$ cat src/rtl/othello_pkg.sv
// Shared Othello engine definitions: cell encodings, board geometry,
// direction steps and colour helpers used by the validator, controller
// and disc flipper.
package othello_pkg;

  localparam logic [1:0] CELL_EMPTY  = 2'b00;
  localparam logic [1:0] CELL_BLACK  = 2'b01;
  localparam logic [1:0] CELL_WHITE  = 2'b10;
  localparam logic [1:0] CELL_BORDER = 2'b11;

  localparam int BOARD_W     = 10;
  localparam int BOARD_CELLS = 100;

  // Five-bit two's-complement address steps on the 10x10 bordered board.
  localparam logic [4:0] STEP_E  = 5'b00001;
  localparam logic [4:0] STEP_W  = 5'b11111;
  localparam logic [4:0] STEP_S  = 5'b01010;
  localparam logic [4:0] STEP_N  = 5'b10110;
  localparam logic [4:0] STEP_SE = 5'b01011;
  localparam logic [4:0] STEP_NW = 5'b10101;
  localparam logic [4:0] STEP_SW = 5'b01001;
  localparam logic [4:0] STEP_NE = 5'b10111;

  typedef enum logic [2:0] {
    S_IDLE,
    S_PLACE,
    S_ADV,
    S_READ,
    S_CHECK,
    S_WRITE,
    S_ERR,
    S_DONE
  } flip_state_t;

  function automatic logic [1:0] own_colour(input logic player);
    return player ? CELL_WHITE : CELL_BLACK;
  endfunction

  function automatic logic [1:0] opp_colour(input logic player);
    return player ? CELL_BLACK : CELL_WHITE;
  endfunction

endpackage

$ cat src/rtl/disc_flipper.sv
// Disc flipper: after a direction has been validated as capturable, walks
// that direction from the move square and recolours each opponent disc in
// board RAM until the mover's own disc is reached.
//
// The first cursor advance is folded into the cycle that accepts start
// (and overlaps S_PLACE), so a run ending on the mover's disc completes
// with done_o in cycle place + 3 + 4*flips. S_ADV is only entered after
// each S_WRITE.
module disc_flipper #(
  parameter int ADDR_W      = 7,
  parameter int BOARD_CELLS = 100,
  parameter int MAX_FLIPS   = 6
) (
  input  logic              clock,
  input  logic              reset,
  input  logic              start,
  input  logic [ADDR_W-1:0] origin_in,
  input  logic [4:0]        step_in,
  input  logic              player,
  input  logic              place,
  output logic [ADDR_W-1:0] addr_o,
  output logic              wren_o,
  output logic [1:0]        data_o,
  input  logic [1:0]        data_in,
  output logic              busy_o,
  output logic              done_o,
  output logic              err_o,
  output logic [2:0]        flips_o
);

  import othello_pkg::*;

  localparam logic [ADDR_W-1:0] CELL_LIMIT = ADDR_W'(BOARD_CELLS);
  localparam logic [2:0]        MAX_CNT    = 3'(MAX_FLIPS);

  flip_state_t state;
  flip_state_t state_next;

  logic [ADDR_W-1:0] origin;
  logic [ADDR_W-1:0] step;
  logic [ADDR_W-1:0] cursor;
  logic [1:0]        own;
  logic [1:0]        opp;
  logic [2:0]        count;
  logic              err;

  logic [ADDR_W-1:0] step_ext;
  logic [ADDR_W-1:0] first_cursor;
  logic [ADDR_W-1:0] adv_cursor;

  assign step_ext     = {{(ADDR_W-5){step_in[4]}}, step_in};
  assign first_cursor = origin_in + step_ext;
  assign adv_cursor   = cursor + step;

  // State register with synchronous active-low reset.
  always_ff @(posedge clock) begin
    if (!reset) begin
      state <= S_IDLE;
    end else begin
      state <= state_next;
    end
  end

  // Run context, cursor, flip count and error flag.
  always_ff @(posedge clock) begin
    if (!reset) begin
      origin <= '0;
      step   <= '0;
      cursor <= '0;
      own    <= CELL_EMPTY;
      opp    <= CELL_EMPTY;
      count  <= '0;
      err    <= 1'b0;
    end else begin
      case (state)
        S_IDLE: begin
          if (start) begin
            origin <= origin_in;
            step   <= step_ext;
            cursor <= first_cursor;
            own    <= own_colour(player);
            opp    <= opp_colour(player);
            count  <= '0;
            err    <= 1'b0;
          end
        end
        S_ADV:   cursor <= adv_cursor;
        S_WRITE: count  <= count + 3'd1;
        S_ERR:   err    <= 1'b1;
        default: ;
      endcase
    end
  end

  // Next-state decision for the walk along the direction.
  always_comb begin
    state_next = state;
    case (state)
      S_IDLE: begin
        if (start) begin
          if (step_in == 5'd0) begin
            state_next = S_ERR;
          end else if (place) begin
            state_next = S_PLACE;
          end else if (first_cursor >= CELL_LIMIT) begin
            state_next = S_ERR;
          end else begin
            state_next = S_READ;
          end
        end
      end
      S_PLACE: state_next = (cursor >= CELL_LIMIT) ? S_ERR : S_READ;
      S_ADV:   state_next = (adv_cursor >= CELL_LIMIT) ? S_ERR : S_READ;
      S_READ:  state_next = S_CHECK;
      S_CHECK: begin
        if (data_in == opp) begin
          state_next = (count < MAX_CNT) ? S_WRITE : S_ERR;
        end else if (data_in == own) begin
          state_next = S_DONE;
        end else begin
          state_next = S_ERR;
        end
      end
      S_WRITE: state_next = S_ADV;
      S_ERR:   state_next = S_DONE;
      S_DONE:  state_next = S_IDLE;
      default: state_next = S_IDLE;
    endcase
  end

  // RAM port and status outputs decoded from the current state.
  always_comb begin
    addr_o = '0;
    wren_o = 1'b0;
    data_o = 2'b00;
    case (state)
      S_PLACE: begin
        addr_o = origin;
        wren_o = 1'b1;
        data_o = own;
      end
      S_READ: begin
        addr_o = cursor;
      end
      S_WRITE: begin
        addr_o = cursor;
        wren_o = 1'b1;
        data_o = own;
      end
      default: ;
    endcase
  end

  assign busy_o  = (state != S_IDLE);
  assign done_o  = (state == S_DONE);
  assign err_o   = err;
  assign flips_o = count;

endmodule

$ cat config.mk
export PLATFORM = sky130hd
export DESIGN_NAME = disc_flipper
export DESIGN_NICKNAME = d
export VERILOG_FILES = /design/src/rtl/othello_pkg.sv /design/src/rtl/disc_flipper.sv
export SDC_FILE = /design/constraint.sdc
export NUM_CORES = 1
export LEC_CHECK = 0
export CAP_MARGIN = 10
export CORE_MARGIN = 2
export CORE_UTILIZATION = 56
export DETAILED_ROUTE_END_ITERATION = 12
export GPL_TIMING_DRIVEN = 1
export PLACE_DENSITY = 0.85
export RECOVER_POWER = 50
export SYNTH_ARGS = -nofsm -noshare
export SYNTH_HDL_FRONTEND = slang
export SYNTH_SLANG_ARGS = --single-unit
$ cat constraint.sdc
create_clock -name clock -period 6.15 [get_ports clock]
set_clock_uncertainty 0.15 [all_clocks]
set_input_delay 0.9225 -clock clock [delete_from_list [all_inputs] [get_ports clock]]
set_output_delay 0.9225 -clock clock [all_outputs]
set_load 0.05 [all_outputs]
== Yosys cells after proc, flatten, opt, wreduce, memory -nomap -nowiden ==
Index checks and enable logic that the tools add are counted.
Widths: inputs -> output; s select.

* Register bits after elaboration: 30
* Input port bits: 19
* Output and inout bits: 16
* Word-level logic and storage cells: 58

* Equal/unequal tests: 10
* Multiplexer cells: 21
* Reductions and logical operators: 12
* Add/sub/neg operators: 3
* Order comparisons: 4

{| class="wikitable"
|+ Operators with widths
! cell !! number
|-
| $pmux 7 s2 || 2
|-
| $pmux 3 s8 || 1
|-
| $ge 7x7->1 const B || 3
|-
| $mux 3 || 7
|-
| $add 7x7->7 || 2
|-
| $eq 3x3->1 const B || 4
|-
| $mux 2 || 5
|-
| $reduce_and 2->1 || 4
|-
| $mux 7 || 1
|-
| $eq 3x2->1 const B || 2
|-
| $pmux 3 s2 || 1
|-
| $reduce_bool 2->1 || 3
|-
| $logic_not 5->1 || 1
|-
| $eq 2x2->1 || 2
|-
| $reduce_or 2->1 || 2
|-
| $add 3x1->3 const B || 1
|-
| $eq 3x1->1 const B || 1
|-
| $logic_not 3->1 || 1
|-
| $lt 3x3->1 const B || 1
|-
| $mux 1 || 3
|-
| $reduce_bool 3->1 || 1
|-
| $ne 2x2->1 const B || 1
|-
| $pmux 1 s2 || 1
|}

== Longest topological paths before layout ==
* Depth in word-level cells: 7
* Gate-level depth with buffers: 8

== Worst setup path before layout ==
No wires, ideal clock.

* Path type: input to register
* From: input origin_in[0]
* To: register state[2]
* Path buffers: 0
* Data arrival time: 2.596 ns
* Cell stages on the path: 8
* Library setup time: 0.080 ns
* Slack: 3.325 ns
* Path through: ha_1 fa_1 a211oi_1 nor2_1 xnor2_1 a31o_2 o31a_1 a211oi_2

* Cells in the longest elaborated chain, start to end: 7

{| class="wikitable"
|+ RTL lines
! what !! line !! RTL
|-
| from (decl) || disc_flipper.sv:17 || <nowiki>input logic [ADDR_W-1:0] origin_in,</nowiki>
|-
| $add 7x7->7 || disc_flipper.sv:52 || <nowiki>assign first_cursor = origin_in + step_ext;</nowiki>
|-
| $ge 7x7->1 || disc_flipper.sv:105 || <nowiki>end else if (first_cursor >= CELL_LIMIT) begin</nowiki>
|-
| $mux 3 || disc_flipper.sv:105 ||
|-
| $mux 3 || disc_flipper.sv:103 || <nowiki>end else if (place) begin</nowiki>
|-
| $mux 3 || disc_flipper.sv:101 || <nowiki>if (step_in == 5'd0) begin</nowiki>
|-
| $mux 3 || disc_flipper.sv:100 || <nowiki>if (start) begin</nowiki>
|-
| $pmux 3 s8 || disc_flipper.sv:98 || <nowiki>case (state)</nowiki>
|-
| to (signal assigned) || disc_flipper.sv:60 || <nowiki>state <= state_next;</nowiki>
|-
| to (decl) || disc_flipper.sv:36 || <nowiki>flip_state_t state;</nowiki>
|}

Every way passes these cells. The select of a mux whose other input is x is not followed.
A chain may end at the register's enable or synchronous reset.

== Final worst setup path ==
* From: register state[2]
* To: output addr_o[3]

* Cells in the longest elaborated chain, start to end: 3

{| class="wikitable"
|+ RTL lines
! what !! line !! RTL
|-
| $eq 3x3->1 / $eq 3x2->1 (equally long branches) || disc_flipper.sv:136 || <nowiki>case (state)</nowiki>
|-
| $reduce_or 2->1 (no source line) || -- ||
|-
| $pmux 7 s2 (*) || disc_flipper.sv:136 ||
|-
| to (decl) || disc_flipper.sv:21 || <nowiki>output logic [ADDR_W-1:0] addr_o,</nowiki>
|}

Mark *: on every way between the ends. The rest lies on a longest branch, timed or not.

==> impl_metrics.py <==
metrics = {
    "clock_network": {
        "cts_inserted_buffers": 3,
        "clock_sink_count": 28,
        "post_cts.resized_instances": 0,
        "post-cts-setup-buffers": 0,
        "clk-insertion-delay-late_ns": 0.34,
        "cts_root_buf": "clkbuf_4",
        "cts_tree": "yes",
        "cts_max_level": 1,
        "cts.reportedPaths.clkPinSlew_ns": 0.15,
        "cts_max_path_buffers": 2,
        "cts_hold_repair.buffers": 0,
    },
    "layout": {
        "area_growth_pct": 20.58,
        "antenna-diode-count": 0,
        "num-nets-final": 296,
        "drive_above_1_share_pct": 3.065,
        "filler_cell_count": 285,
    },
    "synthesis": {
        "netlist_area_um2": 1891,
        "synthMuxAreaShare_pct": 0.5295,
        "synth_simple_gate_area_share_pct": 24.02,
        "synthesis.nets": 268,
        "yosys_register_bits": 28,
        "unique_cell_type_count_in_the_yosys_netlist": 39,
        "synth_top_family_by_area": "compound AO/OA/AOI/OAI gates",
        "async_flop_share_pct": 0,
        "post_synth_top_flop": "dfxtp_1",
        "synth_top_area_share_pct": 29.65,
        "synth_compound_gate_area_share_pct": 25.55,
        "synth_top_cell_by_area": "dfxtp_1",
        "postSynthAreaPerCell_um2": 8.079,
        "synth_fa_ha_area_share_pct": 10.72,
        "ys.warnings.count": 0,
        "syn_inst": 234,
        "synth_enable_flop_cells": 0,
        "synth_xor_area_share_pct": 6.949,
        "synth_sequential_area_ratio_pct": 29.65,
        "synth.top_cells.by_area": "dfxtp_1, ha_1, nand2_1",
    },
    "pwr": {
        "vdd_ir_drop_max_uv": 177.1,
        "post-layout-total-power_w": 0.0008218,
        "pwr_density_cell_nw_per_um2": 360.5,
        "leakage_nw": 0.8359,
    },
    "floorplan": {
        "io_pins": 35,
        "die_h_um": 62.11,
        "row_count": 21,
        "fp.dieW_um": 62.11,
        "fp.coreArea_um2": 3284,
        "die-area_um2": 3857,
        "starting_utilization_of_the_core_area_pct": 57.56,
    },
    "timing": {
        "timing.max_slew.rel_slack_pct": 38.70,
        "final_min_period_over_clock_period_pct": 60.41,
        "slew_violations": 0,
        "max_freq_mhz": 269.2,
        "endpoints_failing_hold": 0,
        "timing.final.crit_period_ns": 3.715,
        "tns_ns": 0,
        "worst_slack_ns": 2.435,
        "final-setup-viol-count": 0,
        "rsz0062_at_grt": "no",
        "worstMarginPinSlew_ns": 0.9190,
    },
    "placed_design": {
        "dp_slack_ns": 2.692,
        "number_of_port_buffers": 34,
        "hpwl_um": 3539,
        "gpl_congestion": 0.9653,
    },
    "routing": {
        "route.final.wire_length_um": 4700,
        "num_vias": 1810,
        "detailedRoute.firstIterationViolations": 71,
        "post-route-drc-count": 0,
        "drtPass1Iterations": 4,
        "via_cell_ratio": 5.896,
        "drt.antenna.violating_nets": 0,
        "wire_per_inst_um": 15.31,
    },
    "grt": {
        "gr-total-overflow": 0,
        "first_global_vias": 1666,
        "number_of_antenna_violations_at_the_first_check_in_global_routing": 0,
        "grt_max_degree": 27,
        "groute.usage.overall_pct": 25.82,
        "first_pass_grt_wire_length_um": 7941,
    },
    "worst_setup_path": {
        "ff2ff_setup_slack_ns": 3.49,
        "critical_path_peak_fanout": 15,
        "worst_setup_path_end_kind": "primary output",
        "critPathMaxStageDelay_ns": 0.82,
        "timing.critical_path.arrival_ns": 2.64,
        "critical_path_required_ns": 5.08,
        "worst_setup_path_start_kind": "flop",
        "r2r_end": "cursor[4]",
        "worstPathCellList": "xor2_1 > a22oi_1 > nor2b_1 > clkdlybuf4s50_1",
        "reg2reg_from": "state[0]",
        "worst-setup-path-type": "reg -> out",
        "worst_path_max_delay_cell": "clkdlybuf4s50_1",
        "r2r.worst_path.cells": 6,
    },
    "run": {
        "max-cap-violations": 0,
    },
    "hold_path": {
        "worstHoldPathType": "reg -> reg",
        "number_of_cells_on_the_worst_hold_path": 2,
        "worst_hold_path.endpoint": "step[2]",
        "timing.hold.worst.start": "step[2]",
    },
    "outcome": {
        "run_status": "completed",
    },
}
[cell usage in the layout (no fill, tap or decap), types with 8 or more instances in the layout]
master | Yosys | final
nand2_1 | 40 | 40
clkdlybuf4s50_1 | 0 | 32
dfxtp_1 | 28 | 28
a21boi_0 | 16 | 16
nor2_1 | 14 | 14
ha_1 | 13 | 13
nor2b_1 | 11 | 11
o21ai_0 | 10 | 10
a21oi_1 | 10 | 10
xnor2_1 | 9 | 9
a22oi_1 | 8 | 8
[area by class of cell]
type | instances | area, um2 | area share, %
multi-input cells | 194 | 1281 | 56.20
flip-flops and latches | 28 | 560.5 | 24.59
well taps | 46 | 57.56 | 2.525
repair buffers | 34 | 340.3 | 14.93
clock buffers | 4 | 36.28 | 1.592
inverters | 1 | 3.754 | 0.1647
[layer usage]
metal	routed length, um	track usage, %	vias up
li1	-	-	887
met1	2126	36.85	833
met5	0	0	-
met2	2154	40.49	77
met4	98	8.333	0
met3	321	3.623	13
[how the worst max path moves through the flow]
stage	to	depth (start not counted)	slack [ns]	from
final	addr_o[3]	4	2.43	state[2]
after global routing	addr_o[4]	4	2.29	state[2]
after CTS	addr_o[3]	4	2.48	state[2]
after detailed placement	state[0]	9	2.69	origin_in[0]
after global placement	state[2]	9	2.79	step_in[0]
after floorplan	state[2]	8	3.32	origin_in[0]
[stage by stage]
step           hold WS, ns  cells  instance area, um2  util, %
4_1_cts             0.3378    307                2280    69.41
2_1_floorplan       0.2928    234                1891        -
3_3_place_gp        0.3088    303                2243    68.30
3_5_place_dp        0.3187    303                2243    68.30
5_1_grt             0.3486    307                2280    69.41
6_report            0.3333    307                2280    69.41
[where the power goes]
| part | total [W] | leakage, nW | switching [W] | internal, W |
|---|---|---|---|---|
| logic | 0.000439 | 0.586 | 0.000273 | 0.000166 |
| registers | 0.000290 | 0.229 | 0.0000671 | 0.000223 |
| clock network | 0.0000927 | 0.0210 | 0.0000564 | 0.0000363 |
| total | 0.000822 | 0.836 | 0.000396 | 0.000426 |
[worst max-delay path: cells and delay by family (launching register included)]
family / cells / cell delay [ns]
xor gates and xnor gates: 1 / 0.46
buffers and inverters: 1 / 0.82
DFF: 1 / 0.66
AOI/OAI and AO/OA: 1 / 0.18
and+or+nand+nor: 1 / 0.18
[sequential cells by signal, indices dropped and copies added, names as in the netlist]
register  count
state         3
cursor        7
own           1
err_o         1
step          5
opp           1
origin        7
flips_o       3
[synth_stat cells (8+ instances only)]
cell	count
nor2_1	14
clkbuf_1	8
nor2b_1	11
nand2_1	40
ha_1	13
a21oi_1	10
a21boi_0	16
and2_1	10
o21ai_0	10
a22oi_1	8
xnor2_1	9
dfxtp_1	28
[kinds of logic (layout without fill, tap and decap cells)]
kind of cell	count (synthesis)	count (layout)
XOR/XNOR	15	15
buffers and inverters	12	39
AO/OA/AOI/OAI	68	68
AND/OR/NAND/NOR	95	95
flip-flops	28	28
multiplexers	1	1
adder cells (fa/ha/maj)	15	15
(Power assumes the default switching activity.)
